<file path="config.mk">
export PLATFORM = sky130hd
export DESIGN_NAME = rsa_modexp_core
export DESIGN_NICKNAME = d
export VERILOG_FILES = /design/src/rtl/rsa_pkg.sv /design/src/rtl/rsa_modmul.sv /design/src/rtl/rsa_modexp_core.sv
export SDC_FILE = /design/constraint.sdc
export NUM_CORES = 1
export LEC_CHECK = 0
export CORE_MARGIN = 3
export CORE_UTILIZATION = 35
export DETAILED_ROUTE_END_ITERATION = 8
export SYNTH_ARGS = -nofsm -noshare
export SYNTH_HDL_FRONTEND = slang
export SYNTH_SLANG_ARGS = --single-unit
</file>
<file path="constraint.sdc">
create_clock -name hclk -period 18.9 [get_ports hclk]
set_clock_uncertainty 0.05 [all_clocks]
set_input_delay 1.89 -clock hclk [delete_from_list [all_inputs] [get_ports hclk]]
set_output_delay 1.89 -clock hclk [all_outputs]
set_load 0.02 [all_outputs]
</file>
<file path="src/rtl/rsa_pkg.sv">
// Shared types and defaults for the RSA modular exponentiation core.
// Holds the FSM state encoding, default widths and the counter-width helper.
package rsa_pkg;

    localparam int RSA_WIDTH   = 32;
    localparam int RSA_E_WIDTH = 17;

    typedef enum logic [2:0] {
        ST_IDLE,
        ST_LOAD,
        ST_REDUCE,
        ST_SQR,
        ST_MUL,
        ST_DONE
    } rsa_state_e;

    // Counter width able to index 0..depth-1, never narrower than one bit.
    function automatic int cnt_width(input int depth);
        return (depth <= 2) ? 1 : $clog2(depth);
    endfunction

endpackage

</file>
<file path="src/rtl/rsa_modmul.sv">
// Interleaved shift-add modular multiplier: p = a*b mod n in exactly WIDTH cycles.
// The first step runs in the start cycle and done marks the final step, whose product is on p.
module rsa_modmul
    import rsa_pkg::*;
#(
    parameter int WIDTH = RSA_WIDTH
) (
    input  logic             hclk,
    input  logic             hresetn,
    input  logic             start,
    input  logic [WIDTH-1:0] a,
    input  logic [WIDTH-1:0] b,
    input  logic [WIDTH-1:0] n,
    output logic             busy,
    output logic             done,
    output logic [WIDTH-1:0] p
);

    localparam int CW = cnt_width(WIDTH);

    logic [WIDTH-1:0] acc;
    logic [CW-1:0]    cnt;
    logic [WIDTH-1:0] r_cur;
    logic [CW-1:0]    bit_sel;
    logic [WIDTH:0]   r2;
    logic [WIDTH:0]   r3;

    // One MSB-first step; r<n and b<n keep every sum inside WIDTH+1 bits.
    always_comb begin
        r_cur   = start ? '0 : acc;
        bit_sel = start ? CW'(WIDTH - 1) : cnt;
        r2      = {r_cur, 1'b0};
        if (r2 >= {1'b0, n}) r2 = r2 - {1'b0, n};
        r3 = r2;
        if (a[bit_sel]) begin
            r3 = r2 + {1'b0, b};
            if (r3 >= {1'b0, n}) r3 = r3 - {1'b0, n};
        end
    end

    assign p    = r3[WIDTH-1:0];
    assign done = busy && (cnt == '0);

    always_ff @(posedge hclk or negedge hresetn) begin
        if (!hresetn) begin
            acc  <= '0;
            cnt  <= '0;
            busy <= 1'b0;
        end else if (start) begin
            acc  <= r3[WIDTH-1:0];
            cnt  <= CW'(WIDTH - 2);
            busy <= 1'b1;
        end else if (busy) begin
            acc <= r3[WIDTH-1:0];
            cnt <= cnt - 1'b1;
            if (cnt == '0) busy <= 1'b0;
        end
    end

endmodule

</file>
<file path="src/rtl/rsa_modexp_core.sv">
// RSA engine: cipht = plaint^e_key mod n_key, left-to-right square-and-multiply on one shared multiplier.
// Define RSA_CONST_TIME_EN to run MUL on every exponent bit and discard it for zero bits.
module rsa_modexp_core
    import rsa_pkg::*;
#(
    parameter int WIDTH   = RSA_WIDTH,
    parameter int E_WIDTH = RSA_E_WIDTH
) (
    input  logic               hclk,
    input  logic               hresetn,
    input  logic [WIDTH-1:0]   plaint,
    input  logic               in_vaild,
    input  logic [E_WIDTH-1:0] e_key,
    input  logic [WIDTH-1:0]   n_key,
    output logic               ready,
    output logic               vaild,
    output logic [WIDTH-1:0]   cipht,
    output logic               err
);

    localparam int BW = cnt_width(E_WIDTH);

    rsa_state_e         state, state_nxt;
    logic [E_WIDTH-1:0] e_q;
    logic [WIDTH-1:0]   n_q;
    logic [WIDTH-1:0]   base;
    logic [WIDTH-1:0]   result;
    logic [BW-1:0]      bit_idx;
    logic               mul_needed;
    logic               bit_set;
    logic               last_bit;
    logic               n_bad;
    logic               mm_op;
    logic               mm_start;
    logic               mm_busy;
    logic               mm_done;
    logic [WIDTH-1:0]   mm_a;
    logic [WIDTH-1:0]   mm_b;
    logic [WIDTH-1:0]   mm_p;

    assign bit_set  = e_q[bit_idx];
    assign last_bit = (bit_idx == '0);
    assign n_bad    = (n_q < WIDTH'(2));

`ifdef RSA_CONST_TIME_EN
    assign mul_needed = 1'b1;
`else
    assign mul_needed = bit_set;
`endif

    assign mm_op    = (state == ST_REDUCE) || (state == ST_SQR) || (state == ST_MUL);
    assign mm_start = mm_op && !mm_busy;
    assign mm_a     = (state == ST_REDUCE) ? base : result;
    assign mm_b     = (state == ST_REDUCE) ? WIDTH'(1) :
                      (state == ST_SQR)    ? result : base;

    rsa_modmul #(.WIDTH(WIDTH)) u_modmul (
        .hclk    (hclk),
        .hresetn (hresetn),
        .start   (mm_start),
        .a       (mm_a),
        .b       (mm_b),
        .n       (n_q),
        .busy    (mm_busy),
        .done    (mm_done),
        .p       (mm_p)
    );

    always_ff @(posedge hclk or negedge hresetn) begin
        if (!hresetn) state <= ST_IDLE;
        else          state <= state_nxt;
    end

    always_comb begin
        state_nxt = state;
        case (state)
            ST_IDLE:   if (in_vaild) state_nxt = ST_LOAD;
            ST_LOAD:   state_nxt = n_bad ? ST_DONE : ST_REDUCE;
            ST_REDUCE: if (mm_done) state_nxt = ST_SQR;
            ST_SQR:    if (mm_done) state_nxt = mul_needed ? ST_MUL :
                                                last_bit   ? ST_DONE : ST_SQR;
            ST_MUL:    if (mm_done) state_nxt = last_bit ? ST_DONE : ST_SQR;
            ST_DONE:   state_nxt = ST_IDLE;
            default:   state_nxt = ST_IDLE;
        endcase
    end

    always_comb begin
        ready = (state == ST_IDLE);
        vaild = (state == ST_DONE);
    end

    // cipht is written on the step that enters DONE so it is stable for the whole vaild cycle.
    always_ff @(posedge hclk or negedge hresetn) begin
        if (!hresetn) begin
            e_q     <= '0;
            n_q     <= '0;
            base    <= '0;
            result  <= '0;
            bit_idx <= '0;
            cipht   <= '0;
            err     <= 1'b0;
        end else begin
            case (state)
                ST_IDLE: if (in_vaild) begin
                    e_q <= e_key;
                    n_q <= n_key;
                    err <= 1'b0;
                end
                ST_LOAD: begin
                    base    <= plaint;
                    result  <= WIDTH'(1);
                    bit_idx <= BW'(E_WIDTH - 1);
                    if (n_bad) begin
                        err   <= 1'b1;
                        cipht <= '0;
                    end
                end
                ST_REDUCE: if (mm_done) base <= mm_p;
                ST_SQR: if (mm_done) begin
                    result <= mm_p;
                    if (!mul_needed) begin
                        bit_idx <= bit_idx - 1'b1;
                        if (last_bit) cipht <= mm_p;
                    end
                end
                ST_MUL: if (mm_done) begin
                    if (bit_set) result <= mm_p;
                    bit_idx <= bit_idx - 1'b1;
                    if (last_bit) cipht <= bit_set ? mm_p : result;
                end
                default: ;
            endcase
        end
    end

endmodule
</file>
Word-level counts from Yosys, hierarchy flattened:

Cells that the tools add are included.

* flip-flop bits (word level): 192
* logic and storage cells: 99
* input bits: 84
* output and inout port bits: 35

* order comparisons: 5
* add/subtract/negate cells: 5
* reductions and logical operators: 19
* muxes and demuxes: 46
* equality and inequality tests: 13

Operator list (count)
* two-way mux 32 bit: 17
* case mux 32 bit (3 select lines): 2
* greater-or-equal comparator 33 x 32 -> 1 bit: 2
* case mux 32 bit (2 select lines): 1
* adder 33 x 32 -> 33 bit: 1
* two-way mux 33 bit: 1
* subtractor 33 x 32 -> 33 bit: 1
* less-than comparator 32 x 2 -> 1 bit, second input constant: 1
* subtractor 32 bit: 1
* two-way mux 5 bit: 6
* two-way mux 3 bit: 7
* != test 2 bit, second input constant: 8
* case mux 3 bit (5 select lines): 1
* case mux 5 bit (3 select lines): 1
* less-than comparator 5 x 6 -> 1 bit, second input constant: 2
* binary-select mux 1 bit (select 5 bit): 2
* logical NOT 5 bit: 2
* subtractor 5 x 1 -> 5 bit, second input constant: 2
* AND reduction 4 bit: 2
* two-way mux 1 bit: 7
* AND reduction 7 bit: 1
* equality test 3 x 2 -> 1 bit, second input constant: 2
* equality test 3 bit, second input constant: 2
* AND reduction 3 bit: 2
* 9 further kinds: 14

Longest topological paths before layout:

* depth in word-level cells: 15
* depth in mapped cells: 40
* gate-level depth less buffers: 33

Hierarchy:

Synthesis repeated with hierarchy kept, for this count alone.

* cells, all modules: 1932
* area total of the unflattened synthesis: 16422.0 µm²

By module, submodules not included
* rsa_modmul: area an instance 8813.5 µm², instances 1, cells an instance 1232
* rsa_modexp_core: area an instance 7608.5 µm², instances 1, cells an instance 700

Least setup slack after synthesis:

Ideal clock, no wire load.

* kind: register to register
* start point: register state[1]
* end point: register u_modmul.acc[4]
* cell stages (with the launch flop): 38
* path buffers: 6
* arrival: 8161 ps
* clock period less this slack: 8336 ps
* setup slack: 10564 ps
* data required time: 18725 ps
* library setup time: 125 ps
* cells stage by stage: dfrtp_1 -> or4b_1 -> buf_4 -> clkbuf_1 -> clkbuf_1 -> and3_1 -> ha_1 -> clkbuf_1 -> and4_1 -> and4_1 -> a21boi_0 -> nand4_1 -> o21bai_1 -> clkbuf_1 -> nor2_1 -> a21oi_1 -> ha_1 -> a21o_1 -> [... 2 more ...] -> a211oi_2 -> nor2_1 -> a21o_1 -> a21o_1 -> xor2_1 -> ha_1 -> and2_1 -> nor2_1 -> o21ai_0 -> a221o_1 -> a21oi_1 -> o22ai_1 -> a41oi_1 -> nand3_1 -> buf_6 -> or3_1 -> o211a_1 -> mux2_2

* word-level cells in the longest chain between the ends: 13
* elaborated cells between the ends (all ways): 24

RTL lines
* start: declaration: RTL line rsa_modexp_core.sv:23 `rsa_state_e state, state_nxt;`
* start signal: assignment: RTL line rsa_modexp_core.sv:71 `else state <= state_nxt;`
* equality test 3 x 2 -> 1 bit (on tied branches)
* logical OR 1 bit (2 in a row): RTL line rsa_modexp_core.sv:51 `assign mm_op = (state == ST_REDUCE) || (state == ST_SQR) || (state == ST_MUL);`
* logical AND 1 bit: RTL line rsa_modexp_core.sv:52 `assign mm_start = mm_op && !mm_busy;`
* two-way mux 32 bit: RTL line rsa_modmul.sv:30 `r_cur = start ? '0 : acc;`
* subtractor 33 x 32 -> 33 bit / greater-or-equal comparator 33 x 32 -> 1 bit (equally long branches): RTL line rsa_modmul.sv:33 `if (r2 >= {1'b0, n}) r2 = r2 - {1'b0, n};`
* two-way mux 33 bit: RTL line rsa_modmul.sv:33
* adder 33 x 32 -> 33 bit: RTL line rsa_modmul.sv:36 `r3 = r2 + {1'b0, b};`
* subtractor 32 bit / greater-or-equal comparator 33 x 32 -> 1 bit (equally long branches): RTL line rsa_modmul.sv:37 `if (r3 >= {1'b0, n}) r3 = r3 - {1'b0, n};`
* two-way mux 32 bit: RTL line rsa_modmul.sv:37
* two-way mux 32 bit: RTL line rsa_modmul.sv:35 `if (a[bit_sel]) begin`
* two-way mux 32 bit: RTL line rsa_modmul.sv:53 `end else if (busy) begin`
* two-way mux 32 bit: RTL line rsa_modmul.sv:49 `end else if (start) begin`
* end signal: assignment: RTL line rsa_modmul.sv:50 `acc <= r3[WIDTH-1:0];`
* end signal: assignment: RTL line rsa_modmul.sv:54 `acc <= r3[WIDTH-1:0];`
* end: declaration: RTL line rsa_modmul.sv:21 `logic [WIDTH-1:0] acc;`

Parallel ways exist; a longest one is shown, timed or not. The select of a mux whose other input is x is not followed.
A chain may end at the register's enable or synchronous reset.

Final worst setup path:

* start point: register state[1]
* end point: register u_modmul.acc[12]

The elaborated chain is that of the path after synthesis.

==> results.toml <==
[outcome]
outcome = "completed"

[detailed_routing]
detailroute.via_count = 15800
remaining_antenna_violation_count_after_routing = 0
drc = 0
wire_per_inst_um = 24.6
drt_first_iter_violations = 1489
drt_wl_total_mm = 64.5
route.detailed.vias_per_inst = 6.01
drt_pass1_iterations = 7

[floorplanning]
die_width_um = 221
ios = 119
coreArea_um2 = 45600
fp-row-count = 78
die_height_um = 221
floorplan.initialDensity_pct = 35.5
die_area_um2 = 48900

[critical_path]
slowest_stage = "sky130_fd_sc_hd__or3b_2"
critical-path-top-delay-family = "compound AO/OA/AOI/OAI gates"
arrival_ps = 11190
worstSetupPathDepth = 30
critPathMostFrequentCell = "sky130_fd_sc_hd__ha_1"
worstRegToRegCells = 30
critical_path.reg2reg.endpoint = "u_modmul.acc[12]$_DFFE_PN0P_"
reg2reg_setup_slack_ps = 8030
worstReg2RegStart = "state[1]$_DFFE_PN0P_"
crit_path_max_fanout = 34
worstPathRequired_ps = 19220
cp.buffers_inverters = 2
cp-start-kind = "flip-flop"
setup.worst_path.end_class = "flip-flop"
timing_worst_setup_path_type = "flip-flop to flip-flop"
crit_path_max_incr_delay_ps = 900

[synthesis]
ys.flop_type = "sky130_fd_sc_hd__dfrtp_1"
async_flop_share_pct = 100
synth_seq_cells = 192
top_cell_type_s_share_of_synthesized_area_pct = 29.7
post_synthesis_cell_area_um2 = 16200
synth_largest_area_cell = "sky130_fd_sc_hd__dfrtp_1"
syn_avg_cell_area_um2 = 8.25
yosys.cell_types.count = 92
synth.net_count = 2147
yosysSeqAreaShare_pct = 29.7
cells_after_synth = 1962
synth_top_cells_by_area = "sky130_fd_sc_hd__dfrtp_1 30%, sky130_fd_sc_hd__ha_1 7.6%, sky130_fd_sc_hd__a21oi_1 5.7%"
synth-edff-count = 0
ys.warnings.count = 0

[min_path]
hold_removal_path_class = "flip-flop to flip-flop"
worst_hold_startpoint = "e_q[2]$_DFFE_PN0P_"
whs_path_depth = 1
hold-path-endpoint = "e_q[2]$_DFFE_PN0P_"

[place]
port-buffer-count = 118
dp_hpwl_mm = 49.0
routabilityCongestion = 1.00

[cells_and_area]
drive_gt1_share_pct = 7.81
fillerInstances = 4626
finalNetCount = 2195
area.growth.synth_to_final_pct = 14.1

[sta]
setup_violations = 0
tns_ps = 0
clock.fmax_mhz = 92.0
final_clock_period_utilization_by_the_worst_path_pct = 57.5
rsz0062_at_grt = "no"
finalMaxSlewViolations = 0
final-hold-violation-count = 0
final.min_clock_period_ps = 10870
slew_headroom_pct = 19.8
max_slew.worst_pin.slew_ps = 1200

[clocking]
worst_skew_pair.late_latency_ps = 480
clock_transition_at_the_registers_of_the_reported_paths_ps = 80
postCtsHoldBufs = 0
clock_tree.root_cell = "sky130_fd_sc_hd__clkbuf_16"
cts.sink_count = 192
cts_repair_resize_count = 0
post_cts.repair.setup_buffers = 0
clock_tree.htree_level_count = 4
cts_tree = "done"
cts-buffers-inserted = 17
cts-root-to-sink-buffers = 2

[global_routing]
grt_start_max_net_pins = 82
first_global_vias = 15400
grt_pass1_wl_mm = 96.9
overflow = 0
grt_antenna_before_repair = 0
grtUsageTotal_pct = 25.8

[flow_run]
max_cap_viol_count = 0
[sequential cells by signal, indices dropped and copies added (netlist names)]
| signal | cells |
|---|---|
| base | 32 |
| bit_idx | 5 |
| cipht | 32 |
| e_q | 17 |
| err | 1 |
| n_q | 32 |
| result | 32 |
| state | 3 |
| u_modmul.acc | 32 |
| u_modmul.busy | 1 |
| u_modmul.cnt | 5 |
[worst register-to-register path, delay by kind of cell (launching register included)]
family                     cells  cell delay [ps]
buffers and inverters          2              490
and+or+nand+nor               10             2980
muxes                          2              870
DFF                            1              780
AOI/OAI and AO/OA             12             4160
adders and majority gates      3             1230
xor gates and xnor gates       1              200
[worst max path at each step]
stage / start / end / slack (ps)
CTS: state[1]$_DFFE_PN0P_ / u_modmul.acc[12]$_DFFE_PN0P_ / 8270
floorplan: state[1]$_DFFE_PN0P_ / u_modmul.acc[4]$_DFFE_PN0P_ / 10560
global route: state[1]$_DFFE_PN0P_ / u_modmul.acc[11]$_DFFE_PN0P_ / 7370
finish: state[1]$_DFFE_PN0P_ / u_modmul.acc[12]$_DFFE_PN0P_ / 8030
detailed placement: state[1]$_DFFE_PN0P_ / u_modmul.acc[12]$_DFFE_PN0P_ / 8280
global placement: state[1]$_DFFE_PN0P_ / u_modmul.acc[12]$_DFFE_PN0P_ / 8460
[logic make-up (layout without fill, tap and decap cells)]
group,Yosys count,after routing,synth area share [%]
fa+ha+maj,102,102,8.01
other cells,0,1,0
flops,192,192,29.7
compound gates,631,631,25.8
simple gates,677,677,20.1
buf+inv,192,253,4.91
mux,92,92,7.37
xor+xnor,76,76,4.11
[cell usage in the layout (no fill, tap or decap), drive strengths merged, types with 34 or more instances in the layout]
cell type	netlist	routed
and3	65	65
xnor2	51	51
a211oi	34	34
clkdlybuf4s50	0	117
ha	98	98
nand3	59	59
nor2	155	155
mux2i	36	36
a21oi	186	186
mux2	38	38
a21o	45	45
o21ai	137	137
inv	80	88
dfrtp	192	192
nand2	243	243
[cell usage after synthesis (all sizes together) (17+ instances only)]
master / number
dfrtp: 192
and3: 65
nand4: 17
and2: 21
a22o: 17
xor2: 25
a21o: 45
mux2i: 36
o21ai: 137
mux4: 18
mux2: 38
nand2b: 25
a211oi: 34
nand3: 59
buf: 31
clkbuf: 80
nor2: 155
ha: 98
xnor2: 51
nor3: 22
o31ai: 20
nand2: 243
o21a: 28
a21oi: 186
inv: 80
[per-layer routing]
layer	part of all wire [%]	track usage (%)	vias to the layer above
met4	5.2	12.2	0
met3	5.8	3.74	152
li1	-	-	7279
met5	0	0	-
met1	42	33.6	7679
met2	47	42.4	653
[stage by stage]
step	area [um^2]	setup WS [ps]	hold slack, ps	std cells	util [%]
2_1_floorplan	16200	10560	390	1962	-
3_3_place_gp	17900	8460	429	2591	39.2
4_1_cts	18500	8270	459	2623	40.5
5_1_grt	18500	7370	483	2623	40.5
6_report	18500	8030	457	2624	40.5
3_5_place_dp	17900	8280	439	2591	39.2
[layout make-up]
cell class	count	area, um^2	share of cell area [%]
Clock buffer	19	453	2.45
Multi-Input combinational cell	1578	10600	57.6
Inverter	81	304	1.65
Antenna cell	1	2.50	0.0135
Timing Repair Buffer	140	1350	7.31
Sequential cell	192	4810	26.0
Clock inverter	13	164	0.887
Tap cell	600	751	4.06
Power is not shown: default switching activity piles up to over one toggle a cycle in this logic, so the estimate is an artifact.
